[src/rtl/rat_intr_pkg.sv]
// Shared types and defaults for the interrupt controller: debounce state
// encoding, default parameters and the saturating counter helper.
package rat_intr_pkg;

    typedef enum logic [1:0] {
        ST_LO      = 2'd0,
        ST_WAIT_HI = 2'd1,
        ST_HI      = 2'd2,
        ST_WAIT_LO = 2'd3
    } db_state_e;

    localparam int DEBOUNCE_CYCLES_DEF = 4;
    localparam int SYNC_STAGES_DEF     = 2;
    localparam int CNT_W               = 8;

    // Saturating increment: the debounce count must never wrap back to zero.
    function automatic logic [CNT_W-1:0] sat_inc(input logic [CNT_W-1:0] value);
        if (value == 8'hFF) begin
            return value;
        end else begin
            return value + 8'd1;
        end
    endfunction

endpackage

[src/rtl/db_fsm.sv]
// Input synchronizer plus four-state debouncer for the external interrupt
// line. Produces the debounced level and a one-cycle rising-event pulse.
module db_fsm
    import rat_intr_pkg::*;
#(
    parameter int DEBOUNCE_CYCLES = DEBOUNCE_CYCLES_DEF,
    parameter int SYNC_STAGES     = SYNC_STAGES_DEF
) (
    input  logic clk,
    input  logic reset,
    input  logic irq_raw,
    output logic level,
    output logic rise_evt
);

    localparam logic [CNT_W-1:0] DB_LIMIT = 8'(DEBOUNCE_CYCLES);

    logic [SYNC_STAGES-1:0] sync_r;
    logic                   irq_sync_s;
    db_state_e              state_r;
    db_state_e              state_next_s;
    logic [CNT_W-1:0]       count_r;
    logic [CNT_W-1:0]       count_next_s;
    logic                   level_r;
    logic                   level_next_s;
    logic                   rise_evt_r;
    logic                   rise_next_s;

    assign irq_sync_s = sync_r[SYNC_STAGES-1];
    assign level      = level_r;
    assign rise_evt   = rise_evt_r;

    // Synchronizer chain; the only place irq_raw is sampled.
    always_ff @(posedge clk) begin
        if (reset) begin
            sync_r <= {SYNC_STAGES{1'b0}};
        end else begin
            sync_r <= {sync_r[SYNC_STAGES-2:0], irq_raw};
        end
    end

    // State register with registered level and event outputs.
    always_ff @(posedge clk) begin
        if (reset) begin
            state_r    <= ST_LO;
            count_r    <= 8'd0;
            level_r    <= 1'b0;
            rise_evt_r <= 1'b0;
        end else begin
            state_r    <= state_next_s;
            count_r    <= count_next_s;
            level_r    <= level_next_s;
            rise_evt_r <= rise_next_s;
        end
    end

    // Next-state logic; count holds the run length of the opposing level.
    always_comb begin
        state_next_s = state_r;
        count_next_s = count_r;
        case (state_r)
            ST_LO: begin
                if (irq_sync_s) begin
                    if (DB_LIMIT == 8'd1) begin
                        state_next_s = ST_HI;
                        count_next_s = 8'd0;
                    end else begin
                        state_next_s = ST_WAIT_HI;
                        count_next_s = 8'd1;
                    end
                end else begin
                    count_next_s = 8'd0;
                end
            end
            ST_WAIT_HI: begin
                if (irq_sync_s) begin
                    if (sat_inc(count_r) >= DB_LIMIT) begin
                        state_next_s = ST_HI;
                        count_next_s = 8'd0;
                    end else begin
                        count_next_s = sat_inc(count_r);
                    end
                end else begin
                    state_next_s = ST_LO;
                    count_next_s = 8'd0;
                end
            end
            ST_HI: begin
                if (!irq_sync_s) begin
                    if (DB_LIMIT == 8'd1) begin
                        state_next_s = ST_LO;
                        count_next_s = 8'd0;
                    end else begin
                        state_next_s = ST_WAIT_LO;
                        count_next_s = 8'd1;
                    end
                end else begin
                    count_next_s = 8'd0;
                end
            end
            ST_WAIT_LO: begin
                if (!irq_sync_s) begin
                    if (sat_inc(count_r) >= DB_LIMIT) begin
                        state_next_s = ST_LO;
                        count_next_s = 8'd0;
                    end else begin
                        count_next_s = sat_inc(count_r);
                    end
                end else begin
                    state_next_s = ST_HI;
                    count_next_s = 8'd0;
                end
            end
            default: begin
                state_next_s = ST_LO;
                count_next_s = 8'd0;
            end
        endcase
    end

    // Output decode; returning from ST_WAIT_LO to ST_HI is not a new event.
    always_comb begin
        level_next_s = 1'b0;
        rise_next_s  = 1'b0;
        case (state_next_s)
            ST_HI, ST_WAIT_LO: level_next_s = 1'b1;
            default:           level_next_s = 1'b0;
        endcase
        if ((state_r == ST_LO || state_r == ST_WAIT_HI) && state_next_s == ST_HI) begin
            rise_next_s = 1'b1;
        end else begin
            rise_next_s = 1'b0;
        end
    end

endmodule

[src/rtl/intr_ctrl.sv]
// Interrupt controller top: debounced external request latched as a single
// pending event, gated by the interrupt-enable mask towards the control unit.
module intr_ctrl
    import rat_intr_pkg::*;
#(
    parameter int DEBOUNCE_CYCLES = DEBOUNCE_CYCLES_DEF,
    parameter int SYNC_STAGES     = SYNC_STAGES_DEF
) (
    input  logic clk,
    input  logic reset,
    input  logic irq_raw,
    input  logic i_set,
    input  logic i_clr,
    input  logic intr_ack,
    output logic interrupt,
    output logic i_en,
    output logic pending
);

    logic db_level_unused_s;
    logic rise_evt_s;
    logic pending_r;
    logic pending_next_s;
    logic ien_r;
    logic ien_next_s;
    logic interrupt_r;

    db_fsm #(
        .DEBOUNCE_CYCLES (DEBOUNCE_CYCLES),
        .SYNC_STAGES     (SYNC_STAGES)
    ) u_db_fsm (
        .clk      (clk),
        .reset    (reset),
        .irq_raw  (irq_raw),
        .level    (db_level_unused_s),
        .rise_evt (rise_evt_s)
    );

    assign pending   = pending_r;
    assign i_en      = ien_r;
    assign interrupt = interrupt_r;

    // Next values: a new event beats a same-cycle ack, and clear beats set.
    always_comb begin
        pending_next_s = rise_evt_s | (pending_r & ~intr_ack);
        if (i_clr) begin
            ien_next_s = 1'b0;
        end else if (i_set) begin
            ien_next_s = 1'b1;
        end else begin
            ien_next_s = ien_r;
        end
    end

    // Pending, mask and request registers; interrupt always equals pending & i_en.
    always_ff @(posedge clk) begin
        if (reset) begin
            pending_r   <= 1'b0;
            ien_r       <= 1'b0;
            interrupt_r <= 1'b0;
        end else begin
            pending_r   <= pending_next_s;
            ien_r       <= ien_next_s;
            interrupt_r <= pending_next_s & ien_next_s;
        end
    end

endmodule

[config.mk]
export PLATFORM = sky130hd
export DESIGN_NAME = intr_ctrl
export DESIGN_NICKNAME = d
export VERILOG_FILES = /design/src/rtl/rat_intr_pkg.sv /design/src/rtl/db_fsm.sv /design/src/rtl/intr_ctrl.sv
export SDC_FILE = /design/constraint.sdc
export NUM_CORES = 1
export LEC_CHECK = 0
export CAP_MARGIN = 10
export CELL_PAD_IN_SITES_DETAIL_PLACEMENT = 0
export CELL_PAD_IN_SITES_GLOBAL_PLACEMENT = 2
export CORE_MARGIN = 8
export CORE_UTILIZATION = 31
export DETAILED_ROUTE_END_ITERATION = 6
export GPL_TIMING_DRIVEN = 1
export PLACE_DENSITY = 0.76
export SYNTH_ARGS = -nofsm -noshare
export SYNTH_HDL_FRONTEND = slang
export SYNTH_SLANG_ARGS = --single-unit
[constraint.sdc]
create_clock -name clk -period 2 [get_ports clk]
set_input_delay 0.5 -clock clk [delete_from_list [all_inputs] [get_ports clk]]
set_output_delay 0.5 -clock clk [all_outputs]
set_load 0.005 [all_outputs]
; Word level (Yosys, flattened, before mapping)
; Index checks and enable logic that the tools add are counted.
[word_totals]
reg_bits = 16
wordCells = 44
[op_classes]
magnitude_cmp = 2
n_mux = 22
n_reduce_logical = 3
n_eq_ne = 5
bitwise = 4
n_addsub = 1
[ops]
columns = op, count
row1 = $mux 8, 9
row2 = $pmux 8 s4, 1
row3 = $ge 8x3->1 const B, 2
row4 = $mux 2, 6
row5 = $add 8x1->8 const B, 1
row6 = $eq 8x8->1 const B, 1
row7 = $pmux 2 s4, 1
row8 = $eq 2x2->1 const B, 3
row9 = $mux 1, 5
row10 = $and 1x1->1, 2
row11 = $eq 2x1->1 const B, 1
row12 = $logic_not 2->1, 1
row13 = $logic_and 1x1->1, 1
row14 = $logic_or 1x1->1, 1
row15 = $not 1->1, 1
row16 = $or 1x1->1, 1

; Longest topological paths before layout
; Gate-level depths: netlist of run 1.
[depth]
word_depth = 11
depth_mapped = 6

; By module
; From an unflattened synthesis of run 1, not the netlist that was laid out.
[hier_totals]
cells_unflattened = 47
area_unflattened_um2 = 549.3
[by_module_without_submodules]
columns = module, area_each_um2, seq_area_each_um2, cells_each, instances
row1 = db_fsm, 442.9, 260.2, 38, 1
row2 = intr_ctrl, 106.4, 60.1, 9, 1

; Least setup slack after synthesis of run 1
; Ideal clock, no wire load.
[synth_path]
path_type = flip-flop to flip-flop
startpoint = register u_db_fsm.count_r[0]
endpoint = register u_db_fsm.state_r[0]
stages_incl_launch_ff = 7
t_arrival_ns = 1.337
synth_period_minus_slack_ns = 1.451
t_required_ns = 1.885
slack_ns = 0.549
path_buffers = 0
setup_time_ns = 0.115
path_cell_list = dfxtp_1 ha_1 nand2_4 nor3_1 o32a_2 nand2b_4 nor2b_1
[synth_between]
elab_chain_len = 8
elab_cells_between_ends = 14
cone_classes = add/sub (1) / order compare (2) / eq/ne (1) / mux (10)
[synth_lines]
columns = element, line_no
row1 = from (decl), db_fsm.sv:22  ; logic [CNT_W-1:0] count_r;
row2 = from (signal assigned), db_fsm.sv:51  ; count_r <= count_next_s;
row3 = $add 8x1->8 / $eq 8x8->1 (equally long branches), "rat_intr_pkg.sv:21, rat_intr_pkg.sv:18"
row4 = $mux 8 *, rat_intr_pkg.sv:18  ; if (value == 8'hFF) begin
row5 = $mux 8 (on tied branches), "db_fsm.sv:102, db_fsm.sv:76"
row6 = $mux 8, db_fsm.sv:61  ; case (state_r)
row7 = $ge 8x3->1 (on tied branches), "db_fsm.sv:103, db_fsm.sv:77"
row8 = $mux 2 (on tied branches), "db_fsm.sv:103, db_fsm.sv:77"
row9 = $mux 2 (on tied branches), "db_fsm.sv:102, db_fsm.sv:76"
row10 = $pmux 2 s4 *, db_fsm.sv:61
row11 = to (signal assigned), db_fsm.sv:50  ; state_r <= state_next_s;
row12 = to (decl), db_fsm.sv:20  ; db_state_e state_r;
; Every way passes the cells marked *; elsewhere a longest branch is shown, timed or not. The select of a mux whose other input is x is not followed.
; A chain may end at the register's enable or synchronous reset.

; Final worst setup path of run 1
[layout_path]
startpoint = register ien_r (netlist: i_en)
endpoint = output port i_en
[layout_lines]
columns = element, line_no
row1 = from (decl), intr_ctrl.sv:24  ; logic ien_r;
row2 = from (signal assigned), intr_ctrl.sv:63  ; ien_r <= ien_next_s;
row3 = to (decl), intr_ctrl.sv:16  ; output logic i_en,
; No word-level cell between the ends.

==> results of run 1 <==
## worst min-delay path by stage
stage	start	endpoint	slack, ns	depth (start not counted)
3_3_place_gp	u_db_fsm.sync_r[0]	u_db_fsm.sync_r[1]	0.42	1
3_5_place_dp	u_db_fsm.sync_r[0]	u_db_fsm.sync_r[1]	0.44	1
2_1_floorplan	u_db_fsm.sync_r[0]	u_db_fsm.sync_r[1]	0.41	1
6_report	u_db_fsm.rise_evt	pending	0.46	2
4_1_cts	u_db_fsm.sync_r[0]	u_db_fsm.sync_r[1]	0.46	1
5_1_grt	u_db_fsm.sync_r[0]	u_db_fsm.sync_r[1]	0.48	1
## worst register-to-register path: stages, from the launching register on
cell	delay (ns)
dfxtp_1	0.38
ha_1	0.22
nand2_4	0.08
nor4b_1	0.30
o32a_2	0.23
nand2b_4	0.14
mux2i_1	0.17
## stage by stage
step,std cells,power [mW],hold WS (ns),area (sq um),utilization [%]
floorplan,58,0.3577,0.4138,606.8,-
finish,95,0.5761,0.4603,754.5,42.77
detailed placement,91,0.3741,0.4392,718.2,40.71
global placement,91,0.3738,0.4231,718.2,40.71
global route,95,0.6069,0.4801,754.5,42.77
CTS,95,0.5830,0.4642,754.5,42.77
## layer usage
metal	vias to the layer above	GRT usage [%]	part of all wire (%)
li1	211	-	-
met4	0	8.163	5.7
met3	4	1.952	3.1
met2	7	8.012	43
met1	167	7.626	48
met5	-	0	0
## cell usage after synthesis (2+ instances only)
master	number	area, sq um
nor2_1	3	11.26
nor2b_1	4	25.02
nand2_1	3	11.26
a21oi_1	2	10.01
nor3_1	3	15.01
dfxtp_1	16	320.3
mux2i_1	2	20.02
nor3_2	2	20.02
nand2b_1	3	18.77
## kinds of logic after synthesis
family	count (synthesis)	synth area share, %
and+or+nand+nor	26	30.85
DFF	16	54.47
AOI/OAI and AO/OA	4	4.894
xor gates and xnor gates	2	2.979
muxes	2	3.404
adders and majority gates	1	2.127
other	1	0.6377
buffers and inverters	1	0.6377
## area by class of cell
| type | instances | area, sq um | share of cell area, % |
|---|---|---|---|
| clock buffers | 4 | 36.28 | 4.809 |
| well taps | 25 | 31.28 | 4.146 |
| multi-input cells | 41 | 282.8 | 37.48 |
| flip-flops and latches | 16 | 320.3 | 42.45 |
| inverters | 1 | 3.754 | 0.4975 |
| repair buffers | 8 | 80.08 | 10.61 |
## sequential cells by signal (all words and copies together) (netlist names)
signal             cells
interrupt              1
u_db_fsm.rise_evt      1
u_db_fsm.state_r       2
i_en                   1
u_db_fsm.sync_r        2
u_db_fsm.count_r       8
pending                1
## where the power goes
group | leakage (nW) | switching (mW) | internal, mW | total [mW]
registers | 0.132 | 0.00668 | 0.329 | 0.336
clock network | 0.0210 | 0.0986 | 0.111 | 0.209
logic | 0.141 | 0.0113 | 0.0193 | 0.0306
total | 0.293 | 0.117 | 0.459 | 0.576
==> out/qor.yml, run 1 <==
outcome: "finished clean"
cp_num_cells: 1
ctsRootBufferMaster: "clkbuf_4"
drt-vias-per-instance: 4.095
count_of_mapped_cells_out_of_synthesis: 53
gp_congestion: 0.6854
grt.overflow.total: 0
grt_start_max_net_pins: 10
power_leakage_nw: 0.2935
cts_sinks: 16
most-common-layout-cells: "dfxtp_1 (16), clkdlybuf4s50_1 (8), conb_1 (6), nor2b_1 (4)"
fin_skew_ns: 0.005467
fin_crit_ns: 1.620
dr.first_iter.drc_count: 8
cts_made_buffers: 3
hold_path.class: "reg -> reg"
critical_path.slowest_cell: "clkdlybuf4s50_1"
ff2ff_setup_slack_ns: 0.41
die_y_um: 59.56
p_per_area_mw_per_mm2: 763.5
area_growth_from_synthesis_to_final_layout_pct: 28.30
dieArea_sq_mm: 0.003547
power.ir.vdd_worst_mv: 0.5131
cts_hold_repair.buffers: 0
worst_slack_ns: 0.3797
path_max_fanout: 2
grt_pass1_wl_um: 1593
crit_required_ns: 1.50
critical_path.cell_chain: "clkdlybuf4s50_1"
worst_reg2reg_path_length_in_cells: 6
timing.critical_path.from_type: "register"
firstDrtPassIters: 4
post-dp-hpwl_um: 670.1
dieWidth_um: 59.56
synth_area_per_cell_sq_um: 11.10
post-route-drc-count: 0
clock_tree.buffer_depth: 2
placeableCoreArea_sq_mm: 0.001764
synth-async-reset-ratio_pct: 0
worst_path_bufs_invs: 1
drt-wirelength-per-cell_um: 9.379
critPathKind: "reg -> out"
post-route-period-util_pct: 81.02
route.antenna.remaining_nets: 0
initial_utilization_pct: 33.33
boundaryPins: 9
final_common_cell: "dfxtp_1"
worstSkewPairLatency_ns: 0.28
synth-edff-count: 0
synth_cell_type_count: 24
cts_htree_levels: 1
rsz0062_at_grt: "false"
ys_warn_count: 0
insertedDiodeCount: 0
maxSlewViolCount: 0
path_clk_slew_ns: 0.09
post_synth_instance_area_sq_um: 588.1
max_stage_delay_ns: 0.50
routed_wl_um: 891
tritoncts: "built"
grt_usage_pct: 6.464
antenna_violations_before_repair: 0
fmax_achieved_mhz: 617.2
synth-main-ff-cell: "dfxtp_1"
fin_nets: 78
final_setup_violations: 0
synth_sequential_area_ratio_pct: 54.47
worstSetupEndpoint: "i_en"
max-cap-violations: 0
number_of_global_route_vias_before_repair: 388
crit-reg2reg-launch: "u_db_fsm.count_r[0]"
setup_tns_ns: 0
post_route_cells_drive_above_1_share_pct: 15.71
port-buffer-count: 8
crit_path_start: "i_en"
post_cts_resize_count: 0
floorplan.rows: 15
yosys_register_bits: 16
filler_cell_count: 184
timing_hold_violations_final: 0
dpl_worst_slack_ns: 0.4011
cp-end-kind: "primary output"
dr_total_vias: 389
signal_arrival_time_at_the_worst_endpoint_ns: 1.12
critPathTopFamily: "buffers and inverters"
cts_setup_buffers: 0
timing.rr.end: "u_db_fsm.state_r[1]"
(Power assumes the default switching activity.)
==> inputs of run 2 (changes only) <==
==> constraint.sdc (replaced) <==
create_clock -name clk -period 1.65 [get_ports clk]
set_input_delay 0.4125 -clock clk [delete_from_list [all_inputs] [get_ports clk]]
set_output_delay 0.4125 -clock clk [all_outputs]
set_load 0.005 [all_outputs]
==> out/qor.yml, run 2 (same netlist as run 1, synthesis figures left out) <==
outcome: "finished clean"  # unchanged
rsz0062_at_grt: "false"  # unchanged
dr.first_iter.drc_count: 3  # was 8
cts_setup_buffers: 0  # unchanged
critPathTopFamily: "buffers and inverters"  # unchanged
hold_path.class: "reg -> reg"  # unchanged
route.antenna.remaining_nets: 0  # unchanged
antenna_violations_before_repair: 0  # unchanged
largest_register_ffs: 8  # unchanged
timing_hold_violations_final: 0  # unchanged
ctsRootBufferMaster: "clkbuf_4"  # unchanged
insertedDiodeCount: 0  # unchanged
critical_path.cell_chain: "clkdlybuf4s50_1"  # unchanged
cts_hold_repair.buffers: 0  # unchanged
path_clk_slew_ns: 0.08  # was 0.09 ns
post_cts_resize_count: 0  # unchanged
port-buffer-count: 8  # unchanged
die_y_um: 59.56  # unchanged
final_setup_violations: 0  # unchanged
grt_start_max_net_pins: 9  # was 10
max_flop_register: "u_db_fsm.count_r"  # unchanged
grt_usage_pct: 6.035  # was 6.464%
p_per_area_mw_per_mm2: 842.0  # was 763.5 mW/mm^2
fin_crit_ns: 1.518
dpl_worst_slack_ns: 0.08546  # was 0.4011 ns
floorplan.rows: 15  # unchanged
routed_wl_um: 865  # was 891 um
critPathKind: "reg -> out"  # unchanged
post-route-drc-count: 0  # unchanged
drt-vias-per-instance: 3.937  # was 4.095
max-cap-violations: 0  # unchanged
tritoncts: "built"  # unchanged
maxSlewViolCount: 0  # unchanged
boundaryPins: 9  # unchanged
dieWidth_um: 59.56  # unchanged
post_route_cells_drive_above_1_share_pct: 20.00  # was 15.71%
fmax_achieved_mhz: 658.6
post-route-period-util_pct: 92.02
dieArea_sq_mm: 0.003547  # unchanged
area_growth_from_synthesis_to_final_layout_pct: 28.94  # was 28.30%
fin_nets: 79  # was 78
grt.overflow.total: 0  # unchanged
final_common_cell: "dfxtp_1"  # unchanged
firstDrtPassIters: 3  # was 4
place.detailed.instances: 92  # was 91
cp-end-kind: "primary output"  # unchanged
reg.largest.list: "u_db_fsm.count_r: 8 flops, u_db_fsm.state_r: 2 flops, u_db_fsm.sync_r: 2 flops"  # unchanged
worst_slack_ns: 0.1317  # was 0.3797 ns
placeableCoreArea_sq_mm: 0.001764  # unchanged
gp_congestion: 0.6289  # was 0.6854
final_instance_count_without_filler_cells: 95  # unchanged
timing.critical_path.from_type: "register"  # unchanged
number_of_global_route_vias_before_repair: 377  # was 388
cts_sinks: 16  # unchanged
dr_total_vias: 374  # was 389
max_stage_delay_ns: 0.50  # about the same
initial_utilization_pct: 33.33  # unchanged
clock_tree.buffer_depth: 2  # unchanged
critical_path.slowest_cell: "clkdlybuf4s50_1"  # unchanged
cts_htree_levels: 1  # unchanged
worst_path_bufs_invs: 1  # unchanged
path_max_fanout: 2  # unchanged
grt_pass1_wl_um: 1545  # was 1593 um
drt-wirelength-per-cell_um: 9.105  # was 9.379 um
post-dp-hpwl_um: 674.7  # was 670.1 um
cts_made_buffers: 3  # unchanged
setup_tns_ns: 0  # unchanged
worstSkewPairLatency_ns: 0.27  # was 0.28 ns
signal_arrival_time_at_the_worst_endpoint_ns: 1.11  # was 1.12 ns
most-common-layout-cells: "dfxtp_1 (15), clkdlybuf4s50_1 (8), conb_1 (6), nor2b_1 (4)"  # was dfxtp_1 (16), clkdlybuf4s50_1 (8), conb_1 (6), nor2b_1 (4)
power_leakage_nw: 0.2903  # was 0.2935 nW
fin_skew_ns: 0.003419  # was 0.005467 ns
crit_required_ns: 1.24  # was 1.50 ns
power.ir.vdd_worst_mv: 0.4291  # was 0.5131 mV
run 2: changes by cell type in the layout (fill, tap and decap cells not counted):
cell	change
buf_4	+1
clkbuf_8	-1
dfxtp_1	-1
dfxtp_2	+1
ha_1	-1
ha_2	+1
nor4b_1	-1
nor4b_2	+1
run 2: per-stage QoR:
stage,cell area (sq um),hold slack (ns),power [mW],utilization [%]
CTS,748.2,0.4587,0.6517,42.41
global placement,725.7,0.4203,0.4542,41.13
floorplan,606.8,0.4138,0.4336,-
detailed placement,725.7,0.4380,0.4545,41.13
global route,758.2,0.4480,0.6775,42.98
finish,758.2,0.4522,0.6384,42.98
run 2: cell type report:
type,count,area (sq um)
flip-flops and latches,16,321.6
clock buffers,3,22.52
multi-input cells,41,291.5
fillers,187,1006
inverters,1,3.754
well taps,25,31.28
repair buffers,9,87.58
run 2: worst reg2reg max path, cell delays in order, from the launching register on:
cell and delay, ns:
dfxtp_2 0.34, ha_2 0.20, nand2_4 0.09, nor3_1 0.06
o32a_2 0.41, nand2b_4 0.16, nor2b_1 0.12
run 2: final timing paths:
check | from | end | slack [ns] | cells past startpoint
max | i_en | i_en | 0.13 | 1
min | u_db_fsm.sync_r[0] | u_db_fsm.sync_r[1] | 0.45 | 1
max reg2reg | u_db_fsm.count_r[0] | u_db_fsm.state_r[0] | 0.16 | 6
min reg2reg | u_db_fsm.sync_r[0] | u_db_fsm.sync_r[1] | 0.45 | 1
run 2: where the power goes:
part / total [mW] / switching (mW) / internal [mW]
clock network: 0.193 / 0.108 / 0.0845
registers: 0.407 / 0.00749 / 0.399
logic: 0.0392 / 0.0142 / 0.0250
run 2: layer usage:
| layer | vias to the layer above | part of all wire (%) | track usage (%) | wire, um |
|---|---|---|---|---|
| met4 | 0 | 3.0 | 5.102 | 26 |
| met2 | 5 | 42 | 8.166 | 361 |
| met1 | 156 | 52 | 7.046 | 450 |
| met5 | - | 0 | 0 | 0 |
| li1 | 209 | - | - | - |
| met3 | 4 | 3.0 | 2.603 | 26 |
==> RTL change 1, RTL diff (settings of run 2) <==
Reset style: asynchronous (`reset`), changed in 3 clocked blocks.
--- a/src/rtl/db_fsm.sv
+++ b/src/rtl/db_fsm.sv
@@ -31,7 +31,7 @@
     assign rise_evt   = rise_evt_r;
 
     // Synchronizer chain; the only place irq_raw is sampled.
-    always_ff @(posedge clk) begin
+    always_ff @(posedge clk or posedge reset) begin
         if (reset) begin
             sync_r <= {SYNC_STAGES{1'b0}};
         end else begin
@@ -40,7 +40,7 @@
     end
 
     // State register with registered level and event outputs.
-    always_ff @(posedge clk) begin
+    always_ff @(posedge clk or posedge reset) begin
         if (reset) begin
             state_r    <= ST_LO;
             count_r    <= 8'd0;
--- a/src/rtl/intr_ctrl.sv
+++ b/src/rtl/intr_ctrl.sv
@@ -53,7 +53,7 @@
     end
 
     // Pending, mask and request registers; interrupt always equals pending & i_en.
-    always_ff @(posedge clk) begin
+    always_ff @(posedge clk or posedge reset) begin
         if (reset) begin
             pending_r   <= 1'b0;
             ien_r       <= 1'b0;
Check against the original RTL: differs if reset is asserted again (counterexample within 4 cycles, from zero or initial values and one cycle with reset high); with reset held inactive, the same outputs for 10 cycles.
==> RTL change 1 against run 2 <==
  * The flow now finishes with violations (setup timing)
  * Register-to-register slack worse by 0.19 ns
  * Critical path depth is 2 higher
  * Sequential cell count stayed put
  * Final cell count is 11% lower
  * Design area is 2.5% higher
  * Clock skew is 0.0024 ns lower
  * Synthesized area is 1.7% lower
  * Setup slack worse by 0.16 ns
  * Routed wire length is 2.7% higher
  * Critical path type is now flip-flop to flip-flop
  * Critical endpoint is now u_db_fsm.count_r[1]$_DFF_PP0_
  * Highest routed layer unchanged
Power is not compared: it rests on default switching activity, and its combinational part moved more than twofold at a synthesized area within 25%.
==> RTL change 1: results (changes against run 2) <==
{| class="wikitable"
! Metric !! Value
|-
| Share of synthesized area spent on multiplexers || 0.0368 (was 0.0340)
|-
| DRT iter0 DRCs || 7 (was 3)
|-
| Non-clock inverter instance count of the final layout || 2 (was 1)
|-
| Finished Cell Area || 777 um^2 (was 758 um^2)
|-
| Nets || 68 (was 79)
|-
| Hold Path Cell Cnt || 0 (was 1)
|-
| Synth cell types || 21 (was 24)
|-
| Worst reg2reg path startpoint || u_db_fsm.count_r[5]$_DFF_PP0_ (was u_db_fsm.count_r[0]$_SDFF_PP0_)
|-
| 1st-pass router iterations || 4 (was 3)
|-
| Post-Route Hold Slack || 0.358 ns (was 0.452 ns)
|-
| Crit-path leading delay family || simple AND/OR/NAND/NOR gates (was buffers and inverters)
|-
| FF-to-FF End || u_db_fsm.count_r[1]$_DFF_PP0_ (was u_db_fsm.state_r[0]$_SDFF_PP0_)
|-
| Critical Path Slowest Stage Cell || or4_4 (was clkdlybuf4s50_1)
|-
| FF+latch count || 16 (unchanged)
|-
| Wire length of the first global-routing pass || 1650 um (was 1550 um)
|-
| Area taken by multi-input logic gates || 206 um^2 (was 292 um^2)
|-
| Final worst setup slack || -0.0299 ns (was 0.132 ns)
|-
| Via count normalized by instance count || 4.28 (was 3.94)
|-
| Status || complete, but fails checks (was finished clean)
|-
| Vias in the first global route || 384 (was 377)
|-
| Final Setup Violations || 2 (was 0)
|-
| Comb_multi_in || 28 (was 41)
|-
| Main synth FF type || dfrtp_1 (was dfxtp_1)
|-
| Async SR Flop Fraction || 1.00 (was 0)
|-
| Number of non-filler instances in the completed layout || 85 (was 95)
|-
| Clock buffer count || 4 (was 3)
|-
| Final weighted congestion of routability-driven global placement || 0.672 (was 0.629)
|-
| Worst reg-to-reg path cell count || 3 (was 6)
|-
| Failing checks || setup timing
|-
| Non-clock buffer count || 10 (was 9)
|-
| Setup TNS || -0.0554 ns (was 0 ns)
|-
| Final HPWL from detailed placement || 644 um (was 675 um)
|-
| Largest net degree at the start of global routing || 17 (was 9)
|-
| Placement Cell Area || 721 um^2 (was 726 um^2)
|-
| Signal arrival time at the worst endpoint || 1.89 ns (was 1.11 ns)
|-
| Gr usage total || 0.0657 (was 0.0604)
|-
| Leading post-synthesis cells by instance count || dfrtp_1 (16), nor2_1 (4), inv_1 (2), or4_4 (2) (was dfxtp_1 (16), nor2b_1 (4))
|-
| Biggest cell delay along the critical path || 0.55 ns (was 0.50 ns)
|-
| Xor/xnor share of the synthesized area || 0.0303 (was 0.0298)
|-
| Share of synthesized area occupied by flip-flops and latches || 0.693 (was 0.545)
|-
| Fraction of area in non-clock buffers || 0.122 (was 0.116)
|-
| Complex-gate fraction of the synthesized area || 0.0584 (was 0.0489)
|-
| Placed Instances || 80 (was 92)
|-
| Destination of the worst hold path || u_db_fsm.sync_r[1]$_DFF_PP0_ (was u_db_fsm.sync_r[1]$_SDFF_PP0_)
|-
| Sequential portion of the cell area || 0.515 (was 0.424)
|}
==> RTL change 1: layer usage <==
| layer | GRT usage | share of wire | vias up |
|---|---|---|---|
| met5 | 0 | 0 | - |
| met2 | 0.103 | 0.52 | 7 |
| met4 | 0.0614 | 0.014 | 0 |
| met1 | 0.0617 | 0.41 | 181 |
| li1 | - | - | 174 |
| met3 | 0.0304 | 0.054 | 2 |
==> RTL change 1: worst max path at each step <==
stage | endpoint | slack, ns | cells past startpoint
floorplan | u_db_fsm.state_r[1]$_DFF_PP0_ | 0.03 | 3
global placement | u_db_fsm.state_r[1]$_DFF_PP0_ | -0.006 | 3
detailed placement | u_db_fsm.state_r[1]$_DFF_PP0_ | -0.03 | 3
CTS | u_db_fsm.count_r[0]$_DFF_PP0_ | -0.03 | 3
global route | u_db_fsm.count_r[1]$_DFF_PP0_ | -0.08 | 3
finish | u_db_fsm.count_r[1]$_DFF_PP0_ | -0.03 | 3
==> RTL change 2, RTL diff (settings of run 2) <==
Made on the original files. `CNT_W`: 8 -> 12.
--- a/src/rtl/rat_intr_pkg.sv
+++ b/src/rtl/rat_intr_pkg.sv
@@ -11,7 +11,7 @@
 
     localparam int DEBOUNCE_CYCLES_DEF = 4;
     localparam int SYNC_STAGES_DEF     = 2;
-    localparam int CNT_W               = 8;
+    localparam int CNT_W               = 12;
 
     // Saturating increment: the debounce count must never wrap back to zero.
     function automatic logic [CNT_W-1:0] sat_inc(input logic [CNT_W-1:0] value);
Check against the original RTL: same outputs for any inputs over 10 cycles, from zero or initial values and one cycle with reset high; that may be too few to reach the edited logic, so the function may still have changed.
==> RTL change 2 against run 2 <==
  * The run now ends with setup timing left
  * Via count grew 100%
  * Global-route usage grew 2.0 points
  * Power grew 33%
  * Routed wire length grew 120%
  * Synthesized area grew 49%
  * Count of clock-buffer cells in the layout grew 1
  * Register-to-register slack lost 0.32 ns
  * Setup slack lost 0.29 ns
  * Critical path depth grew 7
  * Sequential cell count grew 4
  * First-iteration DRC count grew to 7.7 times the old value
  * Design area grew 70%
  * Fmax shrank 16%
  * Largest power group unchanged
==> RTL change 2: results (changes against run 2) <==
{| class="wikitable"
! Metric !! Value
|-
| Status || complete, but fails checks (was finished clean)
|-
| Failing checks || setup timing
|-
| Share of synthesized area occupied by flip-flops and latches || 0.456 (was 0.545)
|-
| Setup TNS || -0.544 ns (was 0 ns)
|-
| Largest fanout of any net on the critical path || 4 (was 2)
|-
| DRT iter0 DRCs || 23 (was 3)
|-
| M1 WL || 866 um (was 450 um)
|-
| Final HPWL from detailed placement || 1450 um (was 675 um)
|-
| Xor/xnor share of the synthesized area || 0.0300 (was 0.0298)
|-
| Insertion delay to the later sink of the worst-skew pair || 0.29 ns (was 0.27 ns)
|-
| Beginning of the critical path || u_db_fsm.count_r[1]$_SDFF_PP0_ (was i_en$_SDFF_PP0_)
|-
| Largest net degree at the start of global routing || 12 (was 9)
|-
| Share of synthesized area spent on multiplexers || 0.0114 (was 0.0340)
|-
| Met2 routed WL || 908 um (was 361 um)
|-
| Worst IR drop on VDD || 0.465 mV (was 0.429 mV)
|-
| Complex-gate fraction of the synthesized area || 0.140 (was 0.0489)
|-
| Post-synthesis share of cell area spent on full adders, half adders and majority gates || 0.0143 (was 0.0213)
|-
| Synth cell types || 36 (was 24)
|-
| Via count normalized by instance count || 4.75 (was 3.94)
|-
| Crit-path leading delay family || simple AND/OR/NAND/NOR gates (was buffers and inverters)
|-
| Final worst setup slack || -0.159 ns (was 0.132 ns)
|-
| Signal arrival time at the worst endpoint || 2.02 ns (was 1.11 ns)
|-
| GR met2 Demand/Resource || 0.125 (was 0.0817)
|-
| CTS clk-pin slew, worst paths || 0.11 ns (was 0.08 ns)
|-
| Overall routed net length || 1880 um (was 865 um)
|-
| Nets || 135 (was 79)
|-
| Switching share of power || 0.237 (was 0.203)
|-
| Final Setup Violations || 5 (was 0)
|}
-- RTL change 2: cell count changes after synthesis, moves of 3 or more --
cell and change:
nand4_1 +3, dfxtp_1 +4, nor2_1 +3, a21oi_1 +4, nand2_1 +4, or3_1 +3
-- RTL change 2: cell type report --
cell class / count / area share
multi-input combinational: 77 / 0.445
sequential: 20 / 0.321
timing repair buffer: 25 / 0.180
tap: 31 / 0.0300
clock buffer: 4 / 0.0203
inverter: 1 / 0.00290
-- RTL change 2: what timing repair did --
action | CTS | global route
endpoints found under the setup margin | 5 | 5
endpoints found under the hold margin | 0 | 0
resized for setup | 1 | 5
gates cloned | 0 | 0
buffers inserted | 1 | 0
pin swaps | 5 | 2
-- RTL change 2: per-stage QoR --
stage                     power [mW]  std cells  area, um^2   util
after global routing           0.895        158        1290  0.473
after floorplan                0.569         99         963      -
after CTS                      0.863        158        1260  0.462
final                          0.846        158        1290  0.473
after global placement         0.618        153        1220  0.446
after detailed placement       0.618        153        1220  0.446
